## src/rtl/seg7_pkg.sv

```systemverilog
// seg7_pkg: shared definitions for the 7-segment display paths.
//   SEG7_TABLE     hex nibble -> segment code, bit order {a,b,c,d,e,f,g}
//   SEG_W / NIB_W  segment bus width (incl. dp) and nibble width
//   frame_state_e  frame assembly FSM states of the scan decoder
package seg7_pkg;

    localparam int SEG_W = 8;
    localparam int NIB_W = 4;

    localparam logic [6:0] SEG7_TABLE [16] = '{
        7'b1111110, 7'b0110000, 7'b1101101, 7'b1111001,
        7'b0110011, 7'b1011011, 7'b1011111, 7'b1110000,
        7'b1111111, 7'b1111011, 7'b1110111, 7'b0011111,
        7'b1001110, 7'b0111101, 7'b1001111, 7'b1000111
    };

    typedef enum logic {
        COLLECT  = 1'b0,
        COMPLETE = 1'b1
    } frame_state_e;

endpackage

```

## src/rtl/seg7_pattern_dec.sv

```systemverilog
// seg7_pattern_dec: combinational inverse of the hex->segment table.
//   pat_i  in   7  segment pattern {a..g}, dp excluded
//   hit_o  out  1  pattern matched one of the 16 hex codes
//   nib_o  out  4  decoded nibble, 0 when no match
module seg7_pattern_dec
    import seg7_pkg::*;
(
    input  logic [6:0]       pat_i,
    output logic             hit_o,
    output logic [NIB_W-1:0] nib_o
);

    // Table entries are unique, so at most one index can match.
    always_comb begin
        hit_o = 1'b0;
        nib_o = '0;
        for (int i = 0; i < 16; i++) begin
            if (pat_i == SEG7_TABLE[i]) begin
                hit_o = 1'b1;
                nib_o = NIB_W'(i);
            end
        end
    end

endmodule

```

## src/rtl/seg7_scan_decoder.sv

```systemverilog
// seg7_scan_decoder: monitors a scanned 7-segment bus, decodes each stable
// digit back to its hex nibble and hands out complete NDIG-digit frames over
// a valid/ready handshake.
//   clk, rst_n   clock (rising edge) and async active-low reset
//   seg_i        segment bus, [7]=a .. [1]=g, [0]=dp, active-high
//   dig_sel_i    one-hot digit select; zero or multi-hot samples are ignored
//   val_o        decoded frame, digit k at [4k+3:4k]
//   err_o        per-digit "pattern matched no hex code"
//   valid_o      frame available, ready_i accepts it
//   overrun_o    sticky: a completed frame was dropped
//   dp_o         per-digit dp bit (only with SEG7DEC_DP_EN)
// Build option SEG7DEC_DP_EN: adds dp_o, captures dp and includes it in the
// stability compare. Without it seg_i[0] is ignored entirely.
//
// state    | meaning
// COLLECT  | gathering digits, captured mask not yet all-ones
// COMPLETE | one cycle: mask full, publish frame or flag overrun
module seg7_scan_decoder
    import seg7_pkg::*;
#(
    parameter int NDIG       = 4,
    parameter int STABLE_CYC = 4
) (
    input  logic                  clk,
    input  logic                  rst_n,
    input  logic [SEG_W-1:0]      seg_i,
    input  logic [NDIG-1:0]       dig_sel_i,
    output logic [NIB_W*NDIG-1:0] val_o,
    output logic [NDIG-1:0]       err_o,
    output logic                  valid_o,
    input  logic                  ready_i,
    output logic                  overrun_o
`ifdef SEG7DEC_DP_EN
    ,
    output logic [NDIG-1:0]       dp_o
`endif
);

`ifdef SEG7DEC_DP_EN
    localparam int CMP_W = SEG_W;
`else
    localparam int CMP_W = SEG_W - 1;
`endif
    // Accept fires on the sample that brings the run to STABLE_CYC identical
    // samples; the counter then parks at CNT_MAX so it cannot re-fire.
    localparam logic [7:0] CNT_ACC = 8'(STABLE_CYC - 2);
    localparam logic [7:0] CNT_MAX = 8'(STABLE_CYC - 1);

    logic [CMP_W-1:0] seg_cmp;
`ifdef SEG7DEC_DP_EN
    assign seg_cmp = seg_i;
`else
    logic seg_dp_unused;
    assign seg_cmp       = seg_i[SEG_W-1:1];
    assign seg_dp_unused = seg_i[0];
`endif

    logic [NDIG-1:0]        prev_sel_q;
    logic [CMP_W-1:0]       prev_seg_q;
    logic [7:0]             cnt_q, cnt_d;
    logic                   sel_onehot, same, accept;
    logic [NDIG-1:0]        acc_bits, mask_q, mask_acc;
    logic                   hit;
    logic [NIB_W-1:0]       nib;
    logic [NIB_W*NDIG-1:0]  stg_val_q, val_q;
    logic [NDIG-1:0]        stg_err_q, err_q;
    logic                   valid_q, overrun_q;
    frame_state_e           state_q;

    seg7_pattern_dec u_dec (
        .pat_i (seg_i[SEG_W-1:1]),
        .hit_o (hit),
        .nib_o (nib)
    );

    assign sel_onehot = (dig_sel_i != '0) && ((dig_sel_i & (dig_sel_i - NDIG'(1))) == '0);
    assign same       = sel_onehot && (dig_sel_i == prev_sel_q) && (seg_cmp == prev_seg_q);
    assign accept     = same && (cnt_q == CNT_ACC);
    assign acc_bits   = accept ? dig_sel_i : '0;
    assign mask_acc   = mask_q | acc_bits;

    always_comb begin
        cnt_d = '0;
        if (same) begin
            cnt_d = (cnt_q == CNT_MAX) ? cnt_q : cnt_q + 8'd1;
        end
    end

`ifdef SEG7DEC_DP_EN
    logic [NDIG-1:0] stg_dp_q, dp_q;
`endif

    // Sampling and per-digit staging.
    always_ff @(posedge clk or negedge rst_n) begin
        if (!rst_n) begin
            prev_sel_q <= '0;
            prev_seg_q <= '0;
            cnt_q      <= '0;
            stg_val_q  <= '0;
            stg_err_q  <= '0;
`ifdef SEG7DEC_DP_EN
            stg_dp_q   <= '0;
`endif
        end else begin
            prev_sel_q <= dig_sel_i;
            prev_seg_q <= seg_cmp;
            cnt_q      <= cnt_d;
            for (int k = 0; k < NDIG; k++) begin
                if (acc_bits[k]) begin
                    stg_val_q[NIB_W*k +: NIB_W] <= nib;
                    stg_err_q[k]                <= ~hit;
`ifdef SEG7DEC_DP_EN
                    stg_dp_q[k]                 <= seg_i[0];
`endif
                end
            end
        end
    end

    // Frame FSM with registered outputs.
    always_ff @(posedge clk or negedge rst_n) begin
        if (!rst_n) begin
            state_q   <= COLLECT;
            mask_q    <= '0;
            val_q     <= '0;
            err_q     <= '0;
            valid_q   <= 1'b0;
            overrun_q <= 1'b0;
`ifdef SEG7DEC_DP_EN
            dp_q      <= '0;
`endif
        end else begin
            case (state_q)
                COLLECT: begin
                    mask_q <= mask_acc;
                    if (mask_acc == '1) begin
                        state_q <= COMPLETE;
                    end
                    if (valid_q && ready_i) begin
                        valid_q <= 1'b0;
                    end
                end
                COMPLETE: begin
                    mask_q  <= acc_bits;
                    state_q <= COLLECT;
                    // Load when the output slot is free or being drained now.
                    if (!valid_q || ready_i) begin
                        val_q   <= stg_val_q;
                        err_q   <= stg_err_q;
`ifdef SEG7DEC_DP_EN
                        dp_q    <= stg_dp_q;
`endif
                        valid_q <= 1'b1;
                    end else begin
                        overrun_q <= 1'b1;
                    end
                end
                default: state_q <= COLLECT;
            endcase
        end
    end

    assign val_o     = val_q;
    assign err_o     = err_q;
    assign valid_o   = valid_q;
    assign overrun_o = overrun_q;
`ifdef SEG7DEC_DP_EN
    assign dp_o      = dp_q;
`endif

endmodule

```

## config.mk

```make
export PLATFORM = sky130hd
export DESIGN_NAME = seg7_scan_decoder
export DESIGN_NICKNAME = d
export VERILOG_FILES = /design/src/rtl/seg7_pkg.sv /design/src/rtl/seg7_pattern_dec.sv /design/src/rtl/seg7_scan_decoder.sv
export SDC_FILE = /design/constraint.sdc
export NUM_CORES = 1
export LEC_CHECK = 0
export ABC_AREA = 1
export CAP_MARGIN = 20
export CORE_MARGIN = 1
export CORE_UTILIZATION = 55
export DETAILED_ROUTE_END_ITERATION = 12
export PLACE_DENSITY_LB_ADDON = 0.15
export SLEW_MARGIN = 15
export SYNTH_ARGS = -nofsm -noshare
export SYNTH_HDL_FRONTEND = slang
export SYNTH_SLANG_ARGS = --single-unit
```

## constraint.sdc

```tcl
create_clock -name clk -period 1.7 [get_ports clk]
set_input_delay 0.425 -clock clk [delete_from_list [all_inputs] [get_ports clk]]
set_output_delay 0.425 -clock clk [all_outputs]
set_load 0.05 [all_outputs]
```

==> impl_results.md <==
- Global placement routability congestion: 0.893
- Final Non-Filler Cells: 542
- Register clock-pin slew on the reported worst setup and hold paths: 0.08 ns
- Final Cycle Share: 0.933
- Max Root-Sink Buffers: 2
- Yosys cell types: 29
- Total Wirelength: 7120 um
- Normalized max-slew margin: 0.682
- Worst Tran Pin Value: 0.476 ns
- Post-synth design cell area: 3110 sq um
- Final setup viols: 0
- Area Growth Syn to Fin: 30.1%
- Core area: 5470 sq um
- Synth Area in XOR/XNOR: 0.00282
- Total die area: 5960 sq um
- Status: complete, no violations
- GRT Overall Usage: 0.261
- Startpoint types: input port
- Initial Util: 0.568
- CTS buffer count: 9
- RSZ-0062 raised after global routing: false
- Final Skew: 0.0112 ns
- Post-Syn Instances: 388
- Post-synthesis sequential area ratio: 0.531
- Class of the worst hold path: input port to asynchronous set/reset pin
- Yosys Warn Count: 0
- Syn_area_per_cell: 8.01 sq um
- Number of global-route vias before repair: 2566
- Pleak: 2.18 nW
- Most used cell, CP: nand2_1
- Synth Area in Adders: 0.00805
- Simple-Gate Fraction of Synth Area: 0.279
- Die Width: 77.2 um
- Mux contribution to synthesized area: 0.0290
- Setup TNS: 0 ns
- Later-pin clock latency in the skew report: 0.34 ns
- CP Max Fanout: 6
- Largest family of logic cells by synthesized area: simple AND/OR/NAND/NOR gates
- Total iterations of the first detailed-routing run: 5
- Cells after DPL: 522
- IO Count: 37
- Max Slew Vio Count: 0
- Vias/cell: 5.05
- DR iter-0 viols: 185
- CTS tree: built
- Crit path cell chain: dlygate4sd2_1 > buf_4 > nand2_1 > nand2_1 > nor2_1 > nand2_1 > nor2_4 > nand4_1 > buf_4 > buf_4 > nand2_1 > nand2_1
- Max stage delay on crit path: 0.27 ns
- Wirelength per Cell: 13.1 um
- Cell Rows: 27
- Filler cell count: 423
- Compound-gate portion of the synthesized area: 0.0757
- Final hold vios: 0
- Port buffer count: 35
- VDD IR max: 0.667 mV
- Most frequent cells in the layout: nand2_1, dfrtp_1, buf_4
- Power Dens Cells: 847 nW/um^2
- #FFs+latches synth: 66
- Pre-CTS WS: -0.653 ns
- Vias: 2739
- Max-cap violations: 0
- GR Overflow Total: 0
- Worst setup path startpoint: seg_i[2]
- Syn_nets: 405
- Critical path data arrival time: 1.82 ns
- Period minus WS final: 1.59 ns
- Fmax: 630 MHz
- Largest net degree at the start of global routing: 35
- N_diodes: 0
- Slowest CP cell: dlygate4sd2_1
- Final WS setup: 0.114 ns
- First-pass GRT wire length: 11900 um
- Crit path capture type: flip-flop
- Die H: 77.2 um
- Clock net sink count: 66
- Initial antenna violation count: 0
- Reg2reg end: stg_err_q[0]
- Nets: 482
- Fin util: 0.739
- CTS root buf: clkbuf_8
- Setup CP Type: input port to flip-flop
- R2r worst-path depth: 8
- CP required: 1.94 ns
- FF-to-FF Start: cnt_q[6]
- HPWL after DPL: 5120 um
- DRC errors left: 0
- Hold Slack: 0.0352 ns
- Critical path capture point: stg_err_q[0]
- Reg-to-reg slack, setup: 0.12 ns
- Most common cell after layout, fill and taps aside: nand2_1
- H-tree Lvls: 3
- Antenna Violating Nets Remaining: 0
- Layout cells sized above 1: 0.223
[worst max-delay path, delay by kind of cell]
family	cells	cell delay, ns
buffers and inverters	4	0.71
AND/OR/NAND/NOR	8	0.67
[state kept, by name, indices dropped and copies added, names as in the netlist]
signal and flops:
stg_err_q 4, stg_val_q 16, cnt_q 8, val_o 16, prev_sel_q 4, overrun_o 1
err_o 4, state_q 1, prev_seg_q 7, mask_q 4, valid_o 1
[metrics by stage]
step / power (mW) / cell area (sq um)
global route: 3.55 / 4050
CTS: 3.45 / 4010
finish: 3.43 / 4050
global placement: 1.97 / 3730
floorplan: 1.81 / 3110
detailed placement: 1.98 / 3730
[layout make-up]
class | instances | area, sq um | share of cell area
Sequential cell | 66 | 1650 | 0.408
Multi-Input combinational cell | 261 | 1260 | 0.312
Timing Repair Buffer | 70 | 588 | 0.145
Inverter | 57 | 229 | 0.0566
Clock buffer | 9 | 124 | 0.0306
Clock inverter | 7 | 98.8 | 0.0244
Tap cell | 72 | 90.1 | 0.0223
[metal layers]
layer / track usage / wire (um) / vias up
met4: 0.0925 / 85 / 0
met3: 0.0583 / 358 / 8
met5: 0 / 0 / -
li1: - / - / 1377
met2: 0.423 / 3420 / 74
met1: 0.346 / 3260 / 1280
[power by group]
| group | switching [mW] | internal [mW] | total, mW | leakage (nW) |
|---|---|---|---|---|
| Clock | 0.643 | 0.836 | 1.48 | 0.110 |
| Sequential | 0.0174 | 1.60 | 1.62 | 0.787 |
| Combinational | 0.217 | 0.117 | 0.334 | 1.29 |
| Total | 0.877 | 2.55 | 3.43 | 2.18 |
[Yosys cell counts (all sizes together)]
master	n	share of area
ha	2	0.0080
nand4	10	0.020
o21bai	1	0.0024
xor2	1	0.0028
o21ai	38	0.061
clkbuf	3	0.0036
nor3	10	0.020
and2	1	0.0020
dfrtp	66	0.53
nor3b	1	0.0024
nor2	40	0.050
nor4	1	0.0020
o211ai	1	0.0024
nand3	13	0.027
inv	53	0.064
or2	1	0.0020
clkinv	4	0.0056
mux2	8	0.029
a21oi	6	0.0097
nand2	127	0.15
buf	1	0.0012
[repair_timing]
action / in CTS / in global routing
resized for setup: 22 / 11
setup endpoints to repair: 30 / 28
hold buffers: 0 / 0
setup buffers: 3 / 1
pin swaps: 8 / 7
[how the worst min path moves through the flow]
stage / startpoint / endpoint / cells after the start
after floorplan: rst_n / cnt_q[0] / 0
final: rst_n / prev_seg_q[5] / 1
after global routing: rst_n / prev_sel_q[2] / 1
after global placement: rst_n / prev_seg_q[6] / 1
after detailed placement: rst_n / prev_seg_q[6] / 1
after CTS: rst_n / prev_seg_q[5] / 1
[cells by family after synthesis]
kind of cell	Yosys count
mux	8
simple gates	204
compound gates	46
xor+xnor	1
buf+inv	61
fa+ha+maj	2
flops	66
No activity file was read; power rests on OpenSTA's default activity.
